<file path="config.mk">
export PLATFORM = sky130hd
export DESIGN_NAME = semseg_scanner
export DESIGN_NICKNAME = d
export VERILOG_FILES = /design/src/rtl/semseg_scanner.sv
export SDC_FILE = /design/constraint.sdc
export NUM_CORES = 1
export LEC_CHECK = 0
export CORE_MARGIN = 2
export CORE_UTILIZATION = 38
export CTS_BUF_LIST = sky130_fd_sc_hd__clkbuf_8 sky130_fd_sc_hd__clkbuf_16
export DETAILED_ROUTE_END_ITERATION = 10
export GPL_ROUTABILITY_DRIVEN = 0
export GPL_TIMING_DRIVEN = 0
export PLACE_DENSITY = 0.8
export RECOVER_POWER = 25
export SYNTH_ARGS = -nofsm -noshare
export SYNTH_HDL_FRONTEND = slang
export SYNTH_SLANG_ARGS = --single-unit
</file>
<file path="constraint.sdc">
create_clock -name clk_i -period 1.8 [get_ports clk_i]
set_input_delay 0.36 -clock clk_i [delete_from_list [all_inputs] [get_ports clk_i]]
set_output_delay 0.36 -clock clk_i [all_outputs]
set_load 0.01 [all_outputs]
</file>
<file path="src/rtl/semseg_scanner.sv">
// semseg_scanner: time-multiplexed driver for common-anode seven-segment banks.
//
// Each digit owns a slot of REFRESH_DIV clock cycles. Slot cycle 0 is a guard
// cycle with every anode off, so the old segment pattern cannot ghost onto the
// next digit. After the guard, the digit is lit while slot_cnt < on_time. The
// brightness code sets on_time, which gives PWM dimming. Digits can be disabled
// one at a time. A digit can also blink: it goes dark while blink_phase is set,
// and blink_phase toggles every BLINK_DIV frames.
//
// Optional feature macro: SEMSEG_SCANNER_LAMP_TEST_EN adds lamp_test_i. While
// lamp_test_i is high, every digit lights all segments for slot cycles
// 1..REFRESH_DIV-1, and the enable, blink and brightness inputs are ignored.
//
// Ports:
//   clk_i        board clock, rising edge
//   rst_i        synchronous active-high reset
//   lamp_test_i  lamp test (only when SEMSEG_SCANNER_LAMP_TEST_EN is defined)
//   segs_i       active-low segment patterns, digit d at [8d+7:8d]
//   digit_en_i   per-digit enable
//   blink_i      per-digit blink select
//   bright_i     brightness code, 0 = dimmest, all ones = full
//   seg_o        active-low segment lines {dp,cg..ca}
//   an_o         active-low anodes, at most one low
//   frame_o      one-cycle pulse after the last slot of each frame
module semseg_scanner #(
    parameter int unsigned DIGITS_NUM   = 8,
    parameter int unsigned REFRESH_DIV  = 1024,
    parameter int unsigned BRIGHT_WIDTH = 3,
    parameter int unsigned BLINK_DIV    = 64
) (
    input  logic                      clk_i,
    input  logic                      rst_i,
`ifdef SEMSEG_SCANNER_LAMP_TEST_EN
    input  logic                      lamp_test_i,
`endif
    input  logic [8*DIGITS_NUM-1:0]   segs_i,
    input  logic [DIGITS_NUM-1:0]     digit_en_i,
    input  logic [DIGITS_NUM-1:0]     blink_i,
    input  logic [BRIGHT_WIDTH-1:0]   bright_i,
    output logic [7:0]                seg_o,
    output logic [DIGITS_NUM-1:0]     an_o,
    output logic                      frame_o
);

    localparam int unsigned SlotW = $clog2(REFRESH_DIV);
    localparam int unsigned DigW  = $clog2(DIGITS_NUM);
    localparam int unsigned FrmW  = (BLINK_DIV > 1) ? $clog2(BLINK_DIV) : 1;
    // Cycles of on-time per brightness step.
    localparam int unsigned Step  = REFRESH_DIV >> BRIGHT_WIDTH;

    logic [SlotW-1:0]      slot_cnt_q, slot_cnt_d;
    logic [DigW-1:0]       digit_idx_q, digit_idx_d;
    logic [FrmW-1:0]       frame_cnt_q, frame_cnt_d;
    logic                  blink_phase_q, blink_phase_d;
    logic [7:0]            seg_q, seg_d;
    logic [DIGITS_NUM-1:0] an_q, an_d;
    logic                  frame_q, frame_d;

    logic                  slot_last;
    logic                  digit_last;
    logic                  frame_end;
    logic [SlotW:0]        on_time;
    logic                  lit;
    logic [7:0]            seg_sel;

    // Counter next-state.
    always_comb begin
        slot_cnt_d    = slot_cnt_q + SlotW'(1);
        digit_idx_d   = digit_idx_q;
        frame_cnt_d   = frame_cnt_q;
        blink_phase_d = blink_phase_q;

        slot_last  = (slot_cnt_q == SlotW'(REFRESH_DIV - 1));
        digit_last = (digit_idx_q == DigW'(DIGITS_NUM - 1));
        frame_end  = slot_last && digit_last;

        if (slot_last) begin
            slot_cnt_d  = '0;
            digit_idx_d = digit_last ? '0 : digit_idx_q + DigW'(1);
        end

        if (frame_end) begin
            if (frame_cnt_q == FrmW'(BLINK_DIV - 1)) begin
                frame_cnt_d   = '0;
                blink_phase_d = ~blink_phase_q;
            end else begin
                frame_cnt_d = frame_cnt_q + FrmW'(1);
            end
        end
    end

    // Output next-state. on_time is one bit wider than slot_cnt so that full
    // brightness (on_time == REFRESH_DIV) does not overflow.
    always_comb begin
        on_time = ((SlotW + 1)'(bright_i) + (SlotW + 1)'(1)) * (SlotW + 1)'(Step);
        seg_sel = segs_i[{digit_idx_q, 3'b000} +: 8];
        lit     = digit_en_i[digit_idx_q]
                  && !(blink_i[digit_idx_q] && blink_phase_q)
                  && (slot_cnt_q != '0)
                  && ({1'b0, slot_cnt_q} < on_time);
`ifdef SEMSEG_SCANNER_LAMP_TEST_EN
        if (lamp_test_i) begin
            lit     = (slot_cnt_q != '0);
            seg_sel = 8'h00;
        end
`endif
        an_d    = lit ? ~(DIGITS_NUM'(1) << digit_idx_q) : '1;
        seg_d   = lit ? seg_sel : 8'hFF;
        frame_d = frame_end;
    end

    always_ff @(posedge clk_i) begin
        if (rst_i) begin
            slot_cnt_q    <= '0;
            digit_idx_q   <= '0;
            frame_cnt_q   <= '0;
            blink_phase_q <= 1'b0;
            an_q          <= '1;
            seg_q         <= 8'hFF;
            frame_q       <= 1'b0;
        end else begin
            slot_cnt_q    <= slot_cnt_d;
            digit_idx_q   <= digit_idx_d;
            frame_cnt_q   <= frame_cnt_d;
            blink_phase_q <= blink_phase_d;
            an_q          <= an_d;
            seg_q         <= seg_d;
            frame_q       <= frame_d;
        end
    end

    assign an_o    = an_q;
    assign seg_o   = seg_q;
    assign frame_o = frame_q;

endmodule

</file>
==> impl_results.md <==
* Max transition margin at 68.0%
* Clock tree root driver cell: clkbuf_8
* Synth Warn # at 0
* Post-layout min period at between 1.5 and 2 ns
* P_sw at between 400 and 500 uW
* Least-Margin Pin Slew at 0.480 ns
* Combinational power share at 20.1%
* Post-synthesis sequential area ratio at 33.2%
* Ports at 102
* Worst hold-check path type: flop to flop
* Rows at 27
* Remaining DRCs at 0
* Peak supply drop at approximately 0.00044 V
* RSZ-0062 raised after global routing: false
* H-Tree Level Count at 2
* Fin Hold WS at ~0.5 ns
* Longest Clk Path Bufs at 2
* DR pass1 iterations at 4
* Util after Layout at 63.3%
* Sw Ratio at between 20 and 25%
* Ys flop type: dfxtp_1
* Overflow after GRT at 0
* Met1 WL at 2.95 mm
* Adder-cell area share of the yosys netlist at 6.72%
* Syn avg cell area at 10.2 sq um
* Xor and xnor area share after synthesis at between 4 and 5%
* Syn nets at ~320
* Crit path kind: input port to flop
* Reg clk slew, reported paths at 0.07 ns
* Worst Path Required at just under 2 ns
* Final Hold Fails at 0
* F_max at about 570 MHz
* Internal at between 1000 and 1500 uW
* Synth Instances at 219
* Per-cell routed wire length at approximately 18 um
* Largest area contributor in the netlist: dfxtp_1
* Vias in the first global route at 2242
* Final period util at a little over nine tenths
* Global-route wire length before repair at between 10 and 15 mm
* Fin worst setup slack at about 0.06 ns
* Clk_lat worst skew at 0.29 ns
* Fillers at roughly 480
* Synth top area cells: dfxtp_1 33%, mux4_2 20%, ha_1 6.7%
* CTS Buf Count at 5
* Crit path DAT at approximately 1.9 ns
* #FFs+latches synth at 37
* Clock network power share at approximately a third
* Maximum number of pins on one net before global-route repair at 12
* Core area at about 5600 sq um
* Startpoint Class: input port
* Die height at 80.7 um
* Port-buffer cells at around 100
* Maximum fanout along the worst path at 6
* CTS Hold Bufs at 0
* Final setup vio count at 0
* Synth unique cells at 45
* Crit end category: flop
* Mux contribution to synthesized area at a little under a quarter
* Share of cells above drive strength 1 at 19.3%
* Detailed Place HPWL at roughly 5.6 mm
* Fraction of registers with async set/reset at 0%
* DR top layer: met4
* Lkg Pwr at around 0.0013 uW
* Seq pwr share at a little under half
* Post-DR vias/cell at 5.38
* Die X-Extent at 80.7 um
* ANT nets after route at 0
* NumNets Final at roughly 430
* Post-layout instance count excluding filler cells at between 400 and 500
* Vias at between 2000 and 2500
* Compound-cell area share of the yosys netlist at ~6.5%
* Met2 wire length at approximately 3.6 mm
* Clock Skew at roughly 0.0085 ns
* Post-Synth Simple-Gate Area at a little over a fifth
* PwrDens at 507 nW/um^2
* GRT Resource Usage Total at 23.3%
* Largest family of logic cells by synthesized area: multiplexers
* Pre-CTS setup slack at -0.664 ns
* EDFF count, synth at 0
* Final Max Slew Viols at 0
* Area grow syn2layout at 58.9%
* Antenna diodes at 0
* Routed wire length at ~7.1 mm
* Starting Density at between 30 and 40%
* Total of max-cap violations at 0
* TritonCTS clock tree: yes
* Cell Area, Synth at approximately 2200 sq um
* 1st-iter DRT viols at 125
* Wire length on met3 at about 380 um
* Cells after DPL at just under 400
* Status: finished clean
* Initial antenna violation count at 0
* Clock sink total at 37
* Die Area at 6510 sq um
* Top cell type's share of synthesized area at between 30% and 40%
## state kept, by name, summed over array words and instances (netlist names)
name and cells:
blink_phase_q 1, frame_o 1, an_o 8, seg_o 8
digit_idx_q 3, slot_cnt_q 10, frame_cnt_q 6
## path summary, 6_finish.rpt
kind	startpoint	to	slack, ns	depth (start not counted)
max	bright_i[0]	an_o[0]	0.06	9
min	slot_cnt_q[0]	slot_cnt_q[0]	0.49	1
min reg2reg	slot_cnt_q[0]	slot_cnt_q[0]	0.49	1
max reg2reg	slot_cnt_q[0]	blink_phase_q	0.10	5
## what timing repair did
| item | 4_1_cts | 5_1_grt |
|---|---|---|
| setup endpoints to repair | 32 | 28 |
| gates cloned | 1 | 0 |
| setup buffers | 4 | 0 |
| pin swaps | 7 | 1 |
| gates resized for setup | 26 | 12 |
## cell usage after synthesis (2+ instances only)
| cell | count |
|---|---|
| nand4b_1 | 2 |
| mux4_2 | 20 |
| nand4_1 | 12 |
| mux2i_1 | 2 |
| o21ai_1 | 2 |
| buf_2 | 7 |
| and4_1 | 2 |
| nand3_1 | 13 |
| a21oi_1 | 7 |
| nor4_1 | 2 |
| clkbuf_1 | 3 |
| o21ai_0 | 2 |
| inv_1 | 10 |
| ha_1 | 12 |
| buf_1 | 2 |
| nand2_1 | 22 |
| nor2_1 | 23 |
| nor3_1 | 2 |
| xor2_1 | 5 |
| xnor2_1 | 6 |
| mux2_2 | 2 |
| a211oi_1 | 2 |
| dfxtp_1 | 37 |
## cell usage in the layout (no fill, tap or decap), drive strengths merged, types with 2 or more instances in the layout
| cell type | Yosys | routed |
|---|---|---|
| mux4 | 20 | 20 |
| a21oi | 7 | 7 |
| xnor2 | 6 | 6 |
| mux2i | 2 | 2 |
| nor4 | 4 | 4 |
| xor2 | 5 | 5 |
| nand4 | 14 | 14 |
| o21ai | 4 | 4 |
| inv | 10 | 10 |
| dlygate4sd3 | 0 | 10 |
| and4 | 2 | 2 |
| clkbuf | 3 | 11 |
| nor3 | 3 | 3 |
| ha | 12 | 12 |
| clkdlybuf4s50 | 0 | 88 |
| buf | 10 | 15 |
| nand3 | 13 | 13 |
| a211oi | 3 | 3 |
| mux2 | 3 | 3 |
| nand4b | 2 | 2 |
| nor2 | 23 | 23 |
| nand2 | 22 | 22 |
| dfxtp | 37 | 37 |
## cell families after synthesis
logic type | count (synthesis)
and+or+nand+nor | 90
DFF | 37
AOI/OAI and AO/OA | 20
adders and majority gates | 12
xor gates and xnor gates | 11
muxes | 25
buffers and inverters | 24
## power by group through the flow
stage	logic, uW	registers, uW	clock network (uW)
finish	361	844	595
global route	384	845	656
CTS	360	842	602
detailed placement	339	861	0
global placement	329	860	0
floorplan	104	863	0
## worst max-delay path, stage by stage
cell and delay, ns:
buf_2 0.13, ha_4 0.17, xnor2_2 0.13, ha_1 0.30, nor2_1 0.14, a21oi_2 0.06
a211oi_4 0.37, buf_6 0.17, nand3_1 0.08
## final cells by class
type | count | area, sq um | share of cell area [%]
inverter | 11 | 41.3 | 1.16
timing repair buffer | 106 | 1040 | 29.4
clock inverter | 1 | 7.51 | 0.211
multi-input combinational | 158 | 1460 | 41.0
tap | 72 | 90.1 | 2.54
buffer | 13 | 80.1 | 2.26
clock buffer | 6 | 82.6 | 2.33
sequential | 37 | 748 | 21.1
## per-stage QoR
step	area, sq um	total power (uW)	TNS, ns
after floorplan	2240	968	0
after global placement	3340	1190	-9.62
after detailed placement	3340	1200	-11.43
after CTS	3520	1800	0
after global routing	3550	1890	0
final	3550	1800	0
## layer usage
metal	vias to the layer above	global-route usage (%)
met5	-	0
met4	0	8.31
met3	18	5.28
met2	72	39.8
met1	1050	28.7
li1	1033	-
(Power assumes the default switching activity.)
